[src/rtl/cdb_broadcaster_pkg.sv]
// Shared definitions for the common data bus (CDB).
// Provides the default field widths, the fixed lane count and the helper
// that locates lane L inside an MSB-first packed lane vector
// (lane 0 occupies the most significant slice).
package cdb_broadcaster_pkg;

  localparam int unsigned ROB_IDX_W = 4;
  localparam int unsigned DATA_W    = 16;
  localparam int unsigned CDB_LANES = 4;

  // LSB position of lane 'lane' in a packed vector of CDB_LANES slices of
  // 'width' bits each, lane 0 in the top slice.
  function automatic int unsigned lane_lsb(input int unsigned lane,
                                           input int unsigned width);
    return (CDB_LANES - 1 - lane) * width;
  endfunction

endpackage

[src/rtl/cdb_src_fifo.sv]
// Per-source result buffer: in-order FIFO with registered occupancy.
// Ports:
//   clk, rst_n        clock, synchronous active-low reset
//   push, push_data   write one entry (ignored when full)
//   pop               drop the head entry (ignored when empty)
//   head              current head entry
//   full, empty       occupancy flags derived from the registered count
//   count             number of stored entries (0..DEPTH)
module cdb_src_fifo #(
  parameter int unsigned DEPTH = 2,
  parameter int unsigned WIDTH = 20
) (
  input  logic                     clk,
  input  logic                     rst_n,
  input  logic                     push,
  input  logic [WIDTH-1:0]         push_data,
  input  logic                     pop,
  output logic [WIDTH-1:0]         head,
  output logic                     full,
  output logic                     empty,
  output logic [$clog2(DEPTH):0]   count
);

  localparam int unsigned AW = $clog2(DEPTH);
  localparam int unsigned CW = AW + 1;
  localparam logic [CW-1:0] FULL_CNT = CW'(DEPTH);

  logic [WIDTH-1:0] mem [DEPTH];
  logic [AW-1:0]    wr_ptr;
  logic [AW-1:0]    rd_ptr;
  logic             do_push;
  logic             do_pop;

  assign full    = (count == FULL_CNT);
  assign empty   = (count == '0);
  assign do_push = push & ~full;
  assign do_pop  = pop & ~empty;
  assign head    = mem[rd_ptr];

  // DEPTH is a power of two, so the pointers wrap naturally.
  always_ff @(posedge clk) begin
    if (!rst_n) begin
      wr_ptr <= '0;
      rd_ptr <= '0;
      count  <= '0;
    end else begin
      if (do_push) wr_ptr <= wr_ptr + 1'b1;
      if (do_pop)  rd_ptr <= rd_ptr + 1'b1;
      case ({do_push, do_pop})
        2'b10:   count <= count + 1'b1;
        2'b01:   count <= count - 1'b1;
        default: count <= count;
      endcase
    end
  end

  always_ff @(posedge clk) begin
    if (do_push) mem[wr_ptr] <= push_data;
  end

endmodule

[src/rtl/cdb_broadcaster.sv]
// Common data bus broadcaster.
// Buffers completed results from N_SRC functional-unit writeback ports and
// each cycle grants up to four buffered heads, round-robin, onto registered
// CDB lanes snooped by the reservation stations.
// Ports:
//   clk, rst_n           clock, synchronous active-low reset
//   src_valid/src_ready  per-source handshake, bit s = source s
//   src_rob_index        source s at [ROB_IDX_W*s +: ROB_IDX_W]
//   src_result           source s at [DATA_W*s +: DATA_W]
//   cdb_valid_flat       lane L at bit 3-L
//   cdb_rob_index_flat   lane L at [ROB_IDX_W*(3-L) +: ROB_IDX_W]
//   cdb_result_flat      lane L at [DATA_W*(3-L) +: DATA_W]
//   busy                 registered: some source buffer holds an entry
module cdb_broadcaster #(
  parameter int unsigned N_SRC      = 6,
  parameter int unsigned FIFO_DEPTH = 2,
  parameter int unsigned ROB_IDX_W  = cdb_broadcaster_pkg::ROB_IDX_W,
  parameter int unsigned DATA_W     = cdb_broadcaster_pkg::DATA_W
) (
  input  logic                      clk,
  input  logic                      rst_n,
  input  logic [N_SRC-1:0]          src_valid,
  output logic [N_SRC-1:0]          src_ready,
  input  logic [ROB_IDX_W*N_SRC-1:0] src_rob_index,
  input  logic [DATA_W*N_SRC-1:0]   src_result,
  output logic [3:0]                cdb_valid_flat,
  output logic [4*ROB_IDX_W-1:0]    cdb_rob_index_flat,
  output logic [4*DATA_W-1:0]       cdb_result_flat,
  output logic                      busy
);

  import cdb_broadcaster_pkg::*;

  localparam int unsigned ENTRY_W = ROB_IDX_W + DATA_W;
  localparam int unsigned CNT_W   = $clog2(FIFO_DEPTH) + 1;
  localparam int unsigned PTR_W   = (N_SRC > 1) ? $clog2(N_SRC) : 1;

  logic [N_SRC-1:0]           push;
  logic [N_SRC-1:0]           pop;
  logic [N_SRC-1:0]           full;
  logic [N_SRC-1:0]           empty;
  logic [ENTRY_W-1:0]         head  [N_SRC];
  logic [CNT_W-1:0]           count [N_SRC];

  logic [PTR_W-1:0]           rr_ptr;
  logic [PTR_W-1:0]           rr_next;
  logic [CDB_LANES-1:0]       lane_vld;
  logic [PTR_W-1:0]           lane_src [CDB_LANES];

  logic [3:0]                 cv_next;
  logic [4*ROB_IDX_W-1:0]     rob_next;
  logic [4*DATA_W-1:0]        res_next;
  logic                       busy_next;

  // Ready depends only on the registered count, never on src_valid.
  assign src_ready = ~full;
  assign push      = src_valid & src_ready;

  for (genvar s = 0; s < N_SRC; s++) begin : g_src
    cdb_src_fifo #(
      .DEPTH (FIFO_DEPTH),
      .WIDTH (ENTRY_W)
    ) u_fifo (
      .clk       (clk),
      .rst_n     (rst_n),
      .push      (push[s]),
      .push_data ({src_rob_index[ROB_IDX_W*s +: ROB_IDX_W],
                   src_result[DATA_W*s +: DATA_W]}),
      .pop       (pop[s]),
      .head      (head[s]),
      .full      (full[s]),
      .empty     (empty[s]),
      .count     (count[s])
    );
  end

  // Round-robin scan starting at rr_ptr; the first four non-empty sources
  // take lanes 0..3 in scan order and pop at the edge.
  always_comb begin
    int unsigned      sum;
    logic [PTR_W-1:0] idx;
    logic [2:0]       n;
    pop      = '0;
    lane_vld = '0;
    for (int unsigned l = 0; l < CDB_LANES; l++) lane_src[l] = '0;
    rr_next  = rr_ptr;
    n        = '0;
    sum      = 0;
    idx      = '0;
    for (int unsigned i = 0; i < N_SRC; i++) begin
      sum = 32'(rr_ptr) + i;
      if (sum >= N_SRC) sum = sum - N_SRC;
      idx = PTR_W'(sum);
      if (!empty[idx] && (n < 3'(CDB_LANES))) begin
        pop[idx]          = 1'b1;
        lane_vld[n[1:0]]  = 1'b1;
        lane_src[n[1:0]]  = idx;
        rr_next           = (32'(idx) == N_SRC - 1) ? '0 : idx + 1'b1;
        n                 = n + 3'd1;
      end
    end
  end

  // Lane payloads; unused lanes stay all-zero.
  always_comb begin
    cv_next  = '0;
    rob_next = '0;
    res_next = '0;
    for (int unsigned l = 0; l < CDB_LANES; l++) begin
      if (lane_vld[l]) begin
        cv_next[lane_lsb(l, 1)] = 1'b1;
        rob_next[lane_lsb(l, ROB_IDX_W) +: ROB_IDX_W] =
          head[lane_src[l]][ENTRY_W-1 -: ROB_IDX_W];
        res_next[lane_lsb(l, DATA_W) +: DATA_W] =
          head[lane_src[l]][DATA_W-1:0];
      end
    end
  end

  // Occupancy after this edge's push and pop: a buffer ends non-empty if it
  // receives a push, holds two or more, or holds one that is not popped.
  always_comb begin
    busy_next = 1'b0;
    for (int unsigned s = 0; s < N_SRC; s++) begin
      if (push[s] || (count[s] > CNT_W'(1)) ||
          ((count[s] == CNT_W'(1)) && !pop[s]))
        busy_next = 1'b1;
    end
  end

  always_ff @(posedge clk) begin
    if (!rst_n) begin
      rr_ptr             <= '0;
      cdb_valid_flat     <= '0;
      cdb_rob_index_flat <= '0;
      cdb_result_flat    <= '0;
      busy               <= 1'b0;
    end else begin
      rr_ptr             <= rr_next;
      cdb_valid_flat     <= cv_next;
      cdb_rob_index_flat <= rob_next;
      cdb_result_flat    <= res_next;
      busy               <= busy_next;
    end
  end

endmodule
[config.mk]
export PLATFORM = sky130hd
export DESIGN_NAME = cdb_broadcaster
export DESIGN_NICKNAME = d
export VERILOG_FILES = /design/src/rtl/cdb_broadcaster_pkg.sv /design/src/rtl/cdb_src_fifo.sv /design/src/rtl/cdb_broadcaster.sv
export SDC_FILE = /design/constraint.sdc
export NUM_CORES = 1
export LEC_CHECK = 0
export ABC_AREA = 0
export CORE_UTILIZATION = 55
export CTS_BUF_LIST = sky130_fd_sc_hd__clkbuf_4
export DETAILED_ROUTE_END_ITERATION = 6
export HOLD_SLACK_MARGIN = 0.08
export PLACE_DENSITY = 0.79
export REMOVE_ABC_BUFFERS = 1
export SLEW_MARGIN = 20
export SYNTH_ARGS = -nofsm -noshare
export SYNTH_HDL_FRONTEND = slang
export SYNTH_SLANG_ARGS = --single-unit
[constraint.sdc]
create_clock -name clk -period 9.2 [get_ports clk]
set_input_delay 1.84 -clock clk [delete_from_list [all_inputs] [get_ports clk]]
set_output_delay 1.84 -clock clk [all_outputs]
set_load 0.03 [all_outputs]
# After elaboration in Yosys (flattened, before gate mapping)
# Memories as Yosys holds them, arrays and structs flattened. A register that Yosys moved wholly into a read port is not among the register bits.
# Cells that the tools add are included.
# classes
order_cmp	53
add_sub_neg	45
n_reduce_logical	66
bitwise	45
muxes	142
eq_ne	31
# op_table
operator	count
20-bit binary-select mux with 3-bit select	4
20-bit 2-to-1 mux	8
3-bit 2-to-1 mux	28
12-bit bitwise mux	5
12-bit 2-to-1 mux	5
1-bit 2-to-1 mux	53
6-bit 2-to-1 mux	6
3-bit by 1-bit adder with 3-bit output (second input constant)	10
3-bit demux with 2-bit select	5
6-bit bitwise OR	5
1-bit logical AND	27
2-bit by 1-bit == test with 1-bit output (second input constant)	12
2-bit == test (second input constant)	12
3-bit by 4-bit < comparator with 1-bit output (second input constant)	6
2-bit case mux with 2 select lines	6
4-bit by 3-bit greater-or-equal comparator with 1-bit output (second input constant)	5
4-bit 2-to-1 mux	5
1-bit binary-select mux with 3-bit select	6
1-bit demux with 3-bit select	6
3-bit == test (second input constant)	6
3-bit by 1-bit greater-or-equal comparator with 1-bit output (second input constant)	6
3-bit greater-or-equal comparator (second input constant)	6
3-bit subtractor (second input constant)	6
4-bit greater-or-equal comparator (second input constant)	4
26 further kinds	140
# totals
in_bits	128
wordCells	417
regBits	112
memories	6
ramBits	240
# memory_table
name	depth	word_bits	read_ports	rd_clocked_by_memory_dff	wr	line	text
g_src[0].u_fifo.mem	2	20	1	1	1	cdb_src_fifo.sv:28	logic [WIDTH-1:0] mem [DEPTH];
g_src[1].u_fifo.mem	2	20	1	1	1	cdb_src_fifo.sv:28	
g_src[2].u_fifo.mem	2	20	1	1	1	cdb_src_fifo.sv:28	
g_src[3].u_fifo.mem	2	20	1	1	1	cdb_src_fifo.sv:28	
g_src[4].u_fifo.mem	2	20	1	1	1	cdb_src_fifo.sv:28	
g_src[5].u_fifo.mem	2	20	1	1	1	cdb_src_fifo.sv:28	

# Depth between registers and ports, before layout
# logic_depth
word_depth	29
ltp_mapped	30

# By module
# Synthesis repeated with hierarchy kept, for this count alone.
# hier_totals
cells_unflattened	2244
area_unflattened_um2	22293.9
# modules_own_cells
mod	instances	cells_per_inst	seq_area_each_um2	area_per_inst_um2
cdb_broadcaster	1	1716	1761.7	12256.8
cdb_src_fifo	6	88	1301.2	1672.9

# Worst setup path after synthesis
# No wires, ideal clock.
# synth_path
path_type	reg2reg
startpoint	register rr_ptr[0]
endpoint	register cdb_result_flat[56]
period_less_slack_ps	6660
stages_incl_launch_ff	29
slack_ps	2540
path_buffers	9
t_arrival_ps	6526
cell_sequence	dfxtp_1 buf_4 buf_6 clkbuf_1 inv_1 clkbuf_1 ha_1 buf_2 buf_2 mux2i_1 mux2i_1 a22o_1 buf_2 ha_1 inv_1 nor3_2 nand2_1 ha_1 and2_1 o2bb2ai_1 a21oi_1 nand3_1 nor4_2 o31a_2 nor2_2 buf_2 buf_2 o2111ai_1 o211ai_1
# synth_via
elab_chain_cells	28
elab_cells_between_ends	141
classes_between	add/sub: 15; order compare: 31; mux: 63; bitwise: 11; reduce/logical: 21
# synth_rtl
item	line	text
from (decl)	cdb_broadcaster.sv:45	logic [PTR_W-1:0] rr_ptr;
from (signal assigned)	cdb_broadcaster.sv:139	rr_ptr <= rr_next;
3-bit by 1-bit adder with 4-bit output (tied with other cells)	cdb_broadcaster.sv:91	sum = 32'(rr_ptr) + i;
4-bit by 3-bit greater-or-equal comparator with 1-bit output (tied with other cells)	cdb_broadcaster.sv:92	if (sum >= N_SRC) sum = sum - N_SRC;
3-bit 2-to-1 mux / 1-bit binary-select mux with 3-bit select (equally long branches)	cdb_broadcaster.sv:92, cdb_broadcaster.sv:94	
1-bit binary-select mux with 3-bit select / 1-bit 2-to-1 mux (equally long branches)	cdb_broadcaster.sv:94	if (!empty[idx] && (n < 3'(CDB_LANES))) begin
1-bit 2-to-1 mux (not written as such)	cdb_broadcaster.sv:94	
1-bit zero test / 3-bit < comparator (equally long branches)	cdb_broadcaster.sv:94	
1-bit logical AND	cdb_broadcaster.sv:94	
3-bit 2-to-1 mux	cdb_broadcaster.sv:94	
[11 not listed]	-	
1-bit logical AND (not written as such)	cdb_broadcaster.sv:97	lane_src[n[1:0]] = idx;
3-bit 2-to-1 mux (not written as such)	cdb_broadcaster.sv:97	
3-bit demux with 2-bit select	cdb_broadcaster.sv:97	
12-bit bitwise mux	cdb_broadcaster.sv:97	
12-bit 2-to-1 mux	cdb_broadcaster.sv:94	
3-bit inverter with 4-bit output (not written as such)	cdb_broadcaster.sv:115	head[lane_src[l]][DATA_W-1:0];
20-bit binary-select mux with 3-bit select	cdb_broadcaster.sv:115	
20-bit 2-to-1 mux (not written as such) (2 in series)	cdb_broadcaster.sv:115	
to (signal assigned)	cdb_broadcaster.sv:142	cdb_result_flat <= res_next;
to (decl)	cdb_broadcaster.sv:28	output logic [4*DATA_W-1:0] cdb_result_flat,
# Several ways; a longest one is shown, not always the timed one. The select of a mux whose other input is x is not followed.
# A chain may end at the register's enable or synchronous reset.

# Worst setup path in the final report
# layout_path
startpoint	register rr_ptr[1]
endpoint	register cdb_result_flat[63]
# Same word-level chain as after synthesis.

==> results by stage <==
Clock tree:
- The number of clock sinks is 358.
- The CTS H-tree depth is 3.
- In this run the deepest clock path goes through 3 buffers.
- The total CTS buffers is 92.
- The number of hold buffers added after CTS is 0.
- Clock latency on the worst-skew pair, taken at its later pin, is 0.80 ns.
- TritonCTS built the clock tree.
- CTS placed an instance of sky130_fd_sc_hd__clkbuf_4 at the clock tree root.
- The post-CTS setup buffer count is 0.
- Clock-pin slew was measured on the worst setup and hold paths at 0.06 ns.
- Gates resized during post-CTS repair numbered 0.

Global routing:
- The via count of the first global-routing pass came to 16171.
- The initial antenna violation count was 3.
- Entering global routing, the biggest net connects 58 pins.
- The first global-routing pass estimated 97600 um of wire.
- The sum of overflow across all layers after global routing is 0.
- The overall global routing resource usage is 37.3%.

Detailed routing:
- The post-route antenna net violation count is 0.
- The aggregate routed wire length is 65200 um.
- The final routed wire length divided by cell count is 26.6 um.
- After detailed routing, the number of remaining DRC violations is 1.
- The via density per instance is 6.75.
- The first-iteration detailed-routing DRC count is 2555.
- The number of detailed-route iterations in the first pass is 7.
- The total via count in the routed design is 16550.

Yosys:
- The main combinational cell family by area after synthesis is compound AO/OA/AOI/OAI gates.
- The proportion of synthesized chip area in sequential cells is 51.0%.
- After synthesis, the netlist uses 89 different library cells.
- The simple logic cell fraction of the synthesized area is 10.7%.
- The synthesized design contains 358 register bits.
- The synthesized design contains 240 enable-type register cells.
- Measured against the total synthesized area, the mux share comes to 12.8%.
- The xor/xnor share of the synthesized area is 1.59%.
- For this run, asynchronously set or reset flops after synthesis account for 0%.
- Counting every instance in the synthesized netlist gives 1696.
- The Yosys warning count is 0.
- The dominant register cell in the synthesized netlist is sky130_fd_sc_hd__edfxtp_1.
- The arithmetic-cell share of the synthesized area counting full adders, half adders and majority gates is 2.93%.
- The cell area that synthesis handed to floorplanning was 18800 um^2.
- The average instance in the mapped netlist occupies 11.1 um^2.
- The compound-cell area share of the yosys netlist is 17.4%.

Die:
- In this run the horizontal extent of the chip is 187 um.
- 219 I/O pins were placed.
- The die area is 34800 um^2.
- The die is 187 um tall.
- In this run the standard cell core region covers 33500 um^2.
- The floorplan has 67 rows.
- The starting utilization of the core area is 55.9%.

Run status:
- The checks that failed: design-rule violations.
- The flow ran to the end, but the final reports show violations.

Timing:
- The worst path uses 84.5% of the clock period.
- The actual transition at the worst max-transition pin is 1.12 ns.
- Static timing analysis puts the maximum clock frequency at 0.129 GHz.
- The number of hold-slack violations in the final timing report is 0.
- The shortest period the worst path allows is 7.77 ns.
- Setup violations remaining at the end of the flow were counted as 0.
- The max-slew violation count is 0.
- The headroom to the max-slew limit is 25.4%.
- Hold is met by 0.521 ns.
- On the final layout, the worst clock skew is 0.0455 ns.
- Setup repair after global routing left no endpoint under its margin.

Placement:
- The final weighted congestion of routability-driven global placement is 1.01.
- The number of cells after detailed placement is 2283.
- The number of port buffers is 218.
- The cell area reported after detailed placement is 21400 um^2.
- The HPWL reported at the end of detailed placement is 45100 um.

Final layout:
- The net total in the final layout is 2101.
- From synthesis to final layout, the design area changed by 20.6%.
- The number of cells in the finished layout apart from fillers is 2453.
- The filler cells instantiated in the layout total 2497.
- The post-route cell area is 22600 um^2.
- The final design utilization is 67.5%.
- Of the cells placed in the final design, the portion with a size suffix greater than 1 is 16.2%.

Setup path:
- The launch point of the worst reg-to-reg path is rr_ptr[1].
- The capturing element type of the critical path is a flop.
- The sort of element at the start of the critical path is a flop.
- The worst register-to-register path has a depth of 23.
- The worst endpoint data arrival time is 8.46 ns.
- The capture point of the worst reg-to-reg path is cdb_result_flat[63].
- The register-to-register setup slack is 1.43 ns.
- The critical setup path kind is flop to flop.
- For the worst setup path, the data required time is 9.89 ns.
- The top fanout value on the critical path is 23.

Hold path:
- The tightest min-delay check is of the flop to flop type.
- The worst hold path passes through 2 cells.
- The startpoint identified for the worst hold timing path is g_src[3].u_fifo.rd_ptr.

Flow run:
- The number of maximum-capacitance constraint violations is 0.
layout make-up:
cell class              count  area [um^2]  share of cell area, %
inverters                  33          126                  0.559
clock buffers             137         1030                   4.55
clock inverters            31          151                  0.669
flip-flops and latches    358         9570                   42.3
well taps                 448          561                   2.48
repair buffers            265         2570                   11.4
multi-input cells        1179         8600                   38.0
diodes                      2         5.00                 0.0221
worst max-delay path, cell delays in order, from the launching register on:
cell                        delay, ns
sky130_fd_sc_hd__dfxtp_1         0.58
sky130_fd_sc_hd__inv_1           0.15
sky130_fd_sc_hd__ha_1            0.74
sky130_fd_sc_hd__nand3_1         0.19
sky130_fd_sc_hd__mux2i_1         0.51
sky130_fd_sc_hd__mux2i_1         0.15
sky130_fd_sc_hd__a22o_1          0.39
sky130_fd_sc_hd__ha_1            0.50
sky130_fd_sc_hd__inv_1           0.15
sky130_fd_sc_hd__nor3_2          0.47
sky130_fd_sc_hd__nand2_1         0.20
sky130_fd_sc_hd__ha_1            0.34
sky130_fd_sc_hd__and2_1          0.14
sky130_fd_sc_hd__o2bb2ai_1       0.17
sky130_fd_sc_hd__a211oi_2        0.54
sky130_fd_sc_hd__buf_4           0.28
sky130_fd_sc_hd__nand2_1         0.15
sky130_fd_sc_hd__a21boi_0        0.20
sky130_fd_sc_hd__or4_1           0.45
sky130_fd_sc_hd__buf_4           0.24
sky130_fd_sc_hd__nand2_1         0.23
sky130_fd_sc_hd__buf_4           0.31
sky130_fd_sc_hd__mux2_2          0.37
sky130_fd_sc_hd__o211ai_1        0.16
worst max path at each step:
stage / from / to
6_report: rr_ptr[1] / cdb_result_flat[63]
5_1_grt: rr_ptr[1] / cdb_result_flat[59]
4_1_cts: rr_ptr[1] / cdb_rob_index_flat[11]
3_5_place_dp: rr_ptr[1] / cdb_rob_index_flat[11]
3_3_place_gp: rr_ptr[1] / cdb_rob_index_flat[12]
2_1_floorplan: rr_ptr[0] / cdb_result_flat[15]
registers in the layout, summed over array words and instances, names as in the netlist, named ones only:
signal,flops
g_src.u_fifo.mem,240
cdb_result_flat,64
cdb_rob_index_flat,16
g_src.u_fifo.count,12
g_src.u_fifo.rd_ptr,6
g_src.u_fifo.wr_ptr,6
cdb_valid_flat,4
rr_ptr,3
busy,1
cell usage in the layout, fill, tap and decap left out, drive strengths merged, types with 47 or more instances in the layout:
| master | count |
|---|---|
| edfxtp | 240 |
| clkdlybuf4s50 | 218 |
| o21ai | 146 |
| clkbuf | 137 |
| mux2i | 132 |
| nand3 | 119 |
| dfxtp | 118 |
| nor2 | 109 |
| mux2 | 93 |
| o2111ai | 74 |
| nand2 | 73 |
| a21oi | 63 |
| buf | 47 |
per-layer routing:
| layer | global-route usage [%] | vias to the layer above | part of all wire, % |
|---|---|---|---|
| met5 | 0 | - | 0.020 |
| met4 | 21.9 | 2 | 6.4 |
| met3 | 10.8 | 291 | 13 |
| met2 | 55.6 | 1396 | 43 |
| met1 | 48.3 | 7755 | 37 |
| li1 | - | 7106 | - |
cells in the mapped netlist (6+ instances only):
| cell | count | area [um^2] |
|---|---|---|
| sky130_fd_sc_hd__edfxtp_1 | 240 | 7210 |
| sky130_fd_sc_hd__mux2i_1 | 130 | 1300 |
| sky130_fd_sc_hd__nand3_1 | 119 | 596 |
| sky130_fd_sc_hd__dfxtp_1 | 118 | 2360 |
| sky130_fd_sc_hd__o21ai_0 | 113 | 566 |
| sky130_fd_sc_hd__nor2_1 | 108 | 405 |
| sky130_fd_sc_hd__clkbuf_1 | 83 | 312 |
| sky130_fd_sc_hd__o2111ai_1 | 73 | 639 |
| sky130_fd_sc_hd__nand2_1 | 71 | 267 |
| sky130_fd_sc_hd__mux2_2 | 70 | 788 |
| sky130_fd_sc_hd__a21oi_1 | 61 | 305 |
| sky130_fd_sc_hd__ha_1 | 44 | 551 |
| sky130_fd_sc_hd__o221ai_1 | 35 | 307 |
| sky130_fd_sc_hd__buf_2 | 34 | 170 |
| sky130_fd_sc_hd__o21ai_1 | 31 | 155 |
| sky130_fd_sc_hd__inv_1 | 30 | 113 |
| sky130_fd_sc_hd__o211ai_1 | 30 | 225 |
| sky130_fd_sc_hd__and3_1 | 27 | 169 |
| sky130_fd_sc_hd__a31oi_1 | 25 | 156 |
| sky130_fd_sc_hd__mux2_1 | 23 | 259 |
| sky130_fd_sc_hd__xor2_1 | 21 | 184 |
| sky130_fd_sc_hd__nor3_1 | 17 | 85.1 |
| sky130_fd_sc_hd__nand4_1 | 16 | 100 |
| sky130_fd_sc_hd__xnor2_1 | 13 | 114 |
| sky130_fd_sc_hd__and2_1 | 12 | 75.1 |
| sky130_fd_sc_hd__a211oi_1 | 11 | 82.6 |
| sky130_fd_sc_hd__a21boi_0 | 9 | 67.6 |
| sky130_fd_sc_hd__o31ai_1 | 9 | 67.6 |
| sky130_fd_sc_hd__a32oi_1 | 7 | 61.3 |
| sky130_fd_sc_hd__buf_4 | 6 | 45.0 |
through the flow:
stage,setup TNS [ns],setup WS [ns]
2_1_floorplan,-20.98,-1.10
3_3_place_gp,0,1.92
3_5_place_dp,0,1.56
4_1_cts,0,1.53
5_1_grt,0,0.829
6_report,0,1.43
cells by family after synthesis:
group / Yosys count
AND/OR/NAND/NOR: 406
multiplexers: 226
XOR/XNOR: 34
buffers and inverters: 159
adder cells (fa/ha/maj): 44
AO/OA/AOI/OAI: 469
flip-flops: 358
Power is not shown: default switching activity piles up to over one toggle a cycle in this logic, so the estimate is an artifact.
